## src/rtl/hazard_pkg.sv

```systemverilog
// Shared opcode constants, tag record and opcode-class decode for the hazard scoreboard.
package hazard_pkg;

  localparam int OP_W   = 4;
  localparam int FWD_W  = 3;
  localparam int TAG_DW = 8;

  localparam logic [OP_W-1:0] OP_ALU_LO = 4'd1;
  localparam logic [OP_W-1:0] OP_ALU_HI = 4'd8;
  localparam logic [OP_W-1:0] OP_IMM    = 4'd9;
  localparam logic [OP_W-1:0] OP_LD     = 4'd10;
  localparam logic [OP_W-1:0] OP_ST     = 4'd11;
  localparam logic [OP_W-1:0] OP_BR     = 4'd12;

  // dest is stored at TAG_DW bits so one record type serves any REG_AW <= TAG_DW
  typedef struct packed {
    logic              valid;
    logic [TAG_DW-1:0] dest;
    logic              is_load;
  } tag_t;

  function automatic logic reads_r1(input logic [OP_W-1:0] op);
    return (op >= OP_ALU_LO) && (op <= OP_BR);
  endfunction

  function automatic logic reads_r2(input logic [OP_W-1:0] op);
    return (op >= OP_ALU_LO) && (op <= OP_ALU_HI);
  endfunction

  function automatic logic reads_wd(input logic [OP_W-1:0] op);
    return op == OP_ST;
  endfunction

  function automatic logic writes_wd(input logic [OP_W-1:0] op);
    return (op >= OP_ALU_LO) && (op <= OP_LD);
  endfunction

endpackage

```

## src/rtl/hazard_scoreboard_if.sv

```systemverilog
// Decode-side bundle: instruction fields in, stall/forward selects and stall counter out.
interface hazard_scoreboard_if #(
  parameter int REG_AW = 3,
  parameter int CNT_W  = 16
) ();
  import hazard_pkg::*;

  logic              dec_valid;
  logic [OP_W-1:0]   opcode;
  logic [REG_AW-1:0] r1;
  logic [REG_AW-1:0] r2;
  logic [REG_AW-1:0] wd;
  logic              flush;
  logic              stall;
  logic [FWD_W-1:0]  fwd1;
  logic [FWD_W-1:0]  fwd2;
  logic [CNT_W-1:0]  stall_cnt;

  modport master (
    output dec_valid, opcode, r1, r2, wd, flush,
    input  stall, fwd1, fwd2, stall_cnt
  );

  modport slave (
    input  dec_valid, opcode, r1, r2, wd, flush,
    output stall, fwd1, fwd2, stall_cnt
  );

endinterface

```

## src/rtl/hazard_tag_pipe.sv

```systemverilog
// Shift register of in-flight destination tags; entry 0 is stage 1 (exec).
module hazard_tag_pipe
  import hazard_pkg::*;
#(
  parameter int DEPTH  = 3,
  parameter int REG_AW = 3
) (
  input  logic                  clk,
  input  logic                  rst_n,
  input  logic                  i_flush,
  input  logic                  i_vld,
  input  logic [REG_AW-1:0]     i_dest,
  input  logic                  i_is_load,
  output tag_t [DEPTH-1:0]      o_tags
);

  logic [DEPTH-1:0]  r_vld;
  logic [REG_AW-1:0] r_dest [DEPTH];
  logic [DEPTH-1:0]  r_ld;

  // Only the valid bits need reset/flush; payload is ignored while invalid
  always_ff @(posedge clk or negedge rst_n) begin
    if (!rst_n) begin
      r_vld <= '0;
    end else if (i_flush) begin
      r_vld <= '0;
    end else begin
      r_vld[0] <= i_vld;
      for (int k = 1; k < DEPTH; k++) begin
        r_vld[k] <= r_vld[k-1];
      end
    end
  end

  always_ff @(posedge clk) begin
    r_dest[0] <= i_dest;
    r_ld[0]   <= i_is_load;
    for (int k = 1; k < DEPTH; k++) begin
      r_dest[k] <= r_dest[k-1];
      r_ld[k]   <= r_ld[k-1];
    end
  end

  always_comb begin
    o_tags = '0;
    for (int k = 0; k < DEPTH; k++) begin
      o_tags[k].valid   = r_vld[k];
      o_tags[k].dest    = TAG_DW'(r_dest[k]);
      o_tags[k].is_load = r_ld[k];
    end
  end

endmodule

```

## src/rtl/hazard_scoreboard.sv

```systemverilog
// Decode-stage RAW hazard unit: compares sources against its own tag pipeline and
// produces stall (and forwarding selects when FWD_EN=1) plus a saturating stall counter.
module hazard_scoreboard
  import hazard_pkg::*;
#(
  parameter int REG_AW = 3,
  parameter int DEPTH  = 3,
  parameter int FWD_EN = 0,
  parameter int CNT_W  = 16
) (
  input  logic              clk,
  input  logic              rst_n,
  hazard_scoreboard_if.slave bus
);

  tag_t [DEPTH-1:0]  w_tags;
  logic              w_rd1;
  logic              w_rd2;
  logic [REG_AW-1:0] w_src2;
  logic [FWD_W-1:0]  w_k1;
  logic [FWD_W-1:0]  w_k2;
  logic              w_raw;
  logic              w_ld_use;
  logic              w_stall;
  logic              w_issue;
  logic [CNT_W-1:0]  r_stall_cnt;

  always_comb begin
    w_rd1  = reads_r1(bus.opcode) && (bus.r1 != '0);
    // a store's data register travels on the second source path
    w_src2 = reads_wd(bus.opcode) ? bus.wd : bus.r2;
    w_rd2  = (reads_r2(bus.opcode) || reads_wd(bus.opcode)) && (w_src2 != '0);
    w_k1   = '0;
    w_k2   = '0;
    // scan oldest to youngest so the youngest matching producer is left in w_kX
    for (int k = DEPTH - 1; k >= 0; k--) begin
      if (w_rd1 && w_tags[k].valid && (w_tags[k].dest == TAG_DW'(bus.r1))) begin
        w_k1 = FWD_W'(k + 1);
      end
      if (w_rd2 && w_tags[k].valid && (w_tags[k].dest == TAG_DW'(w_src2))) begin
        w_k2 = FWD_W'(k + 1);
      end
    end
    w_raw    = (w_k1 != '0) || (w_k2 != '0);
    w_ld_use = w_tags[0].is_load && ((w_k1 == FWD_W'(1)) || (w_k2 == FWD_W'(1)));
    w_stall  = bus.dec_valid && !bus.flush && ((FWD_EN != 0) ? w_ld_use : w_raw);
    w_issue  = bus.dec_valid && writes_wd(bus.opcode) && (bus.wd != '0)
               && !w_stall && !bus.flush;
  end

  hazard_tag_pipe #(
    .DEPTH  (DEPTH),
    .REG_AW (REG_AW)
  ) u_tag_pipe (
    .clk       (clk),
    .rst_n     (rst_n),
    .i_flush   (bus.flush),
    .i_vld     (w_issue),
    .i_dest    (bus.wd),
    .i_is_load (bus.opcode == OP_LD),
    .o_tags    (w_tags)
  );

  always_ff @(posedge clk or negedge rst_n) begin
    if (!rst_n) begin
      r_stall_cnt <= '0;
    end else if (w_stall && (r_stall_cnt != {CNT_W{1'b1}})) begin
      r_stall_cnt <= r_stall_cnt + CNT_W'(1);
    end
  end

  assign bus.stall     = w_stall;
  assign bus.fwd1      = (FWD_EN != 0) ? w_k1 : '0;
  assign bus.fwd2      = (FWD_EN != 0) ? w_k2 : '0;
  assign bus.stall_cnt = r_stall_cnt;

endmodule

```

## src/flat_wrapper.sv

```systemverilog
// flat-port wrapper written by rule: the top's interface ports become plain ports
module hazard_scoreboard_flat import hazard_pkg::*;
#(
  parameter int REG_AW = 3,
  parameter int DEPTH  = 3,
  parameter int FWD_EN = 0,
  parameter int CNT_W  = 16
)
  (clk, rst_n, bus_dec_valid, bus_opcode, bus_r1, bus_r2, bus_wd, bus_flush, bus_stall, bus_fwd1, bus_fwd2, bus_stall_cnt);
  hazard_scoreboard_if #(.REG_AW(REG_AW), .CNT_W(CNT_W)) bus_i ();
  input  logic clk;
  input  logic rst_n;
  input wire logic [$bits(bus_i.dec_valid)-1:0] bus_dec_valid;
  input wire logic [$bits(bus_i.opcode)-1:0] bus_opcode;
  input wire logic [$bits(bus_i.r1)-1:0] bus_r1;
  input wire logic [$bits(bus_i.r2)-1:0] bus_r2;
  input wire logic [$bits(bus_i.wd)-1:0] bus_wd;
  input wire logic [$bits(bus_i.flush)-1:0] bus_flush;
  output wire logic [$bits(bus_i.stall)-1:0] bus_stall;
  output wire logic [$bits(bus_i.fwd1)-1:0] bus_fwd1;
  output wire logic [$bits(bus_i.fwd2)-1:0] bus_fwd2;
  output wire logic [$bits(bus_i.stall_cnt)-1:0] bus_stall_cnt;
  assign bus_i.dec_valid = bus_dec_valid;
  assign bus_i.opcode = bus_opcode;
  assign bus_i.r1 = bus_r1;
  assign bus_i.r2 = bus_r2;
  assign bus_i.wd = bus_wd;
  assign bus_i.flush = bus_flush;
  assign bus_stall = bus_i.stall;
  assign bus_fwd1 = bus_i.fwd1;
  assign bus_fwd2 = bus_i.fwd2;
  assign bus_stall_cnt = bus_i.stall_cnt;
  hazard_scoreboard #(.REG_AW(REG_AW), .DEPTH(DEPTH), .FWD_EN(FWD_EN), .CNT_W(CNT_W)) u_core (.clk(clk), .rst_n(rst_n), .bus(bus_i));
endmodule
```

## config.mk

```make
export PLATFORM = sky130hd
export DESIGN_NAME = hazard_scoreboard_flat
export DESIGN_NICKNAME = d
export VERILOG_FILES = /design/src/rtl/hazard_pkg.sv /design/src/rtl/hazard_scoreboard_if.sv /design/src/rtl/hazard_tag_pipe.sv /design/src/rtl/hazard_scoreboard.sv /design/src/flat_wrapper.sv
export SDC_FILE = /design/constraint.sdc
export NUM_CORES = 1
export LEC_CHECK = 0
export ABC_AREA = 1
export BUFFER_PORTS_ARGS = -buffer_cell sky130_fd_sc_hd__buf_2
export CAP_MARGIN = 0
export CELL_PAD_IN_SITES_DETAIL_PLACEMENT = 0
export CELL_PAD_IN_SITES_GLOBAL_PLACEMENT = 1
export CORE_MARGIN = 2
export CORE_UTILIZATION = 25
export CTS_CLUSTER_DIAMETER = 80
export DETAILED_ROUTE_END_ITERATION = 8
export PLACE_DENSITY = 0.57
export SYNTH_ARGS = -nofsm -noshare
export SYNTH_HDL_FRONTEND = slang
export SYNTH_SLANG_ARGS = --single-unit
```

## constraint.sdc

```tcl
create_clock -name clk -period 2.74 [get_ports clk]
set_clock_uncertainty 0.2 [all_clocks]
set_input_delay 0.274 -clock clk [delete_from_list [all_inputs] [get_ports clk]]
set_output_delay 0.274 -clock clk [all_outputs]
set_load 0.01 [all_outputs]
```

==> metrics.cfg <==
[status]
outcome=completed

[critical_path]
startpoint_type=input port
cp.arrival_ns=2.08
path_buf_inv=3
crit_family=simple AND/OR/NAND/NOR gates
worstPathCellList=dlygate4sd3_1, buf_2, nand3b_1, nand2_2, nor2_1, nor2_1, nand2_1, nand3_2, nand3_2, nand2_2, buf_2
crit_end=bus_stall
crit_type=in2out
critPathMaxFanout=10
slowest_delay_ns=0.53
worstPathRequired_ns=2.27
worst-path-stages=11
slowest_stage=dlygate4sd3_1
cp-end-kind=output port
worstReg2RegEnd=u_core.bus.stall_cnt[1]
cp-startpoint=bus_wd[0]
r2r-start=u_core.bus.stall_cnt[0]
r2r_cells=9
r2r_slack_ns=0.33

[global_routing]
grt_usage_pct=11.63
first_global_vias=1507
overflow=0
grt_max_degree=20
grt_pass1_wl_um=7741
antenna_found_initial=0

[die]
coreArea_um2=7214
initial_core_util_pct=25.70
ioPinCount=40
num_rows=31
die-area_um2=8122
die_x_um=90.12
die_h_um=90.12

[hold_path]
worstHoldPathType=in2reg

[synthesis]
ys_seq_area_share_pct=35.36
synth_edf_count=0
yosys_warnings=0
synthArstFlopShare_pct=67.86
synth-seq-cells=28
syn_inst=249
synthesis.area_um2=1854
syn_avg_cell_area_um2=7.447
ys.flop_type=dfrtp_1
yosysUniqueCellTypes=32

[clock_network]
post_cts.repair.setup_buffers=0
cts_tree=done
cts_buffer_depth=2
clock_sinks=28
h-tree-depth=1
clk_pin_slew_ns=0.11
cts_resized=0
cts-root-buf=clkbuf_8
insertion_delay_ns=0.28
numCtsBuffers=3

[timing]
drv_slew=0
whs_ns=0.1607
min_period_ns=2.558
fin_setup_tns_ns=0
hold_viol=0
post-route-period-util_pct=93.37
fmax_mhz=390.9
setup_viol=0
worst_slack_ns=0.1815
rsz0062_at_grt=false

[placement]
io_buffer_count=33
dp_cells=379
dp_slack_ns=0.3136
place.gp.congestion=0.7883
dp_hpwl_um=3563

[layout]
area_delta_synth_final_pct=19.57
diodes=0
layout_commonest_cell=nand2_1
drive_above_1_share_pct=22.15
final_cell_mix=nand2_1 (69), buf_2 (33), nand3_1 (31)
layout.nets=308
fillCellCount=800
fin_util_pct=30.73
final_cells=388

[drt]
routed_wl_um=4610
firstDrtPassIters=5
vias_per_cell=4.263
drt_iter0_drc=75
drc_errors=0
wire_per_inst_um=11.88
postRouteAntennaNets=0
vias=1654

[power_and_ir_drop]
leakagePower_uw=0.001176
ir_drop_uv=210.6
power_density_nw_per_um2=422.0

[run]
drv_cap=0

-- metal layers --
metal / vias up / global-route usage, % / part of all wire (%)
met5: - / 0 / 0
met4: 0 / 3.077 / 1.0
met3: 4 / 1.425 / 3.6
met2: 49 / 18.67 / 45
met1: 732 / 16.55 / 51
li1: 869 / - / -
-- worst min-delay path, delay by kind of cell --
kind	cells	cell delay [ns]
buffers and inverters	2	0.13
and+or+nand+nor	3	0.21
-- cell type report --
cell class                      count  area [um2]  area share, %
Clock inverter                      1       30.03          1.354
Inverter                           29       108.9          4.910
Tap cell                           99       123.9          5.587
Multi-Input combinational cell    187        1020          45.99
Sequential cell                    28       655.6          29.57
Timing Repair Buffer               41       237.7          10.72
Clock buffer                        3       41.29          1.862
-- state kept, by name (all words and copies together), names as in the netlist --
signal	cells
u_core.u_tag_pipe.r_dest	9
u_core.u_tag_pipe.r_vld	3
u_core.bus.stall_cnt	16
-- how the worst min path moves through the flow --
stage | from | end | depth (start not counted)
2_1_floorplan | rst_n | u_core.bus.stall_cnt[0] | 0
4_1_cts | bus_dec_valid | u_core.u_tag_pipe.r_vld[0] | 5
3_5_place_dp | rst_n | u_core.bus.stall_cnt[9] | 1
6_report | bus_dec_valid | u_core.u_tag_pipe.r_vld[0] | 5
3_3_place_gp | rst_n | u_core.bus.stall_cnt[9] | 1
5_1_grt | bus_dec_valid | u_core.u_tag_pipe.r_vld[0] | 5
-- synthesized netlist by cell type, types with 5 or more instances --
| cell | n | area [um2] |
|---|---|---|
| dfxtp_1 | 9 | 180.2 |
| nand2_1 | 69 | 259.0 |
| nand3_2 | 11 | 110.1 |
| xor2_1 | 8 | 70.07 |
| nand2_2 | 5 | 31.28 |
| o21ai_0 | 5 | 25.02 |
| buf_4 | 7 | 52.55 |
| inv_1 | 27 | 101.4 |
| nor2_1 | 18 | 67.56 |
| xnor2_1 | 8 | 70.07 |
| nand3_1 | 31 | 155.2 |
| dfrtp_1 | 19 | 475.5 |
-- repair_timing --
| item | 4_1_cts | 5_1_grt |
|---|---|---|
| hold endpoints to repair | 24 | 0 |
| setup endpoints to repair | 0 | 0 |
| hold buffers | 5 | 0 |
-- power by group --
part | internal, uW | switching, uW | total [uW]
combinational | 55.8 | 84.0 | 140
sequential | 431 | 22.9 | 454
clock | 196 | 146 | 342
-- stage by stage --
step	total power, uW	cell area [um2]
3_5_place_dp	598.8	2096
5_1_grt	985.7	2217
2_1_floorplan	549.9	1873
4_1_cts	947.3	2217
6_report	935.6	2217
3_3_place_gp	600.7	2096
-- logic make-up after synthesis --
logic type      synth area share, %
compound gates                4.116
simple gates                  41.43
buf+inv                       10.66
other cells                  0.2022
xor+xnor                      7.558
flops                         35.36
fa+ha+maj                    0.6747
No activity file was read; power rests on OpenSTA's default activity.
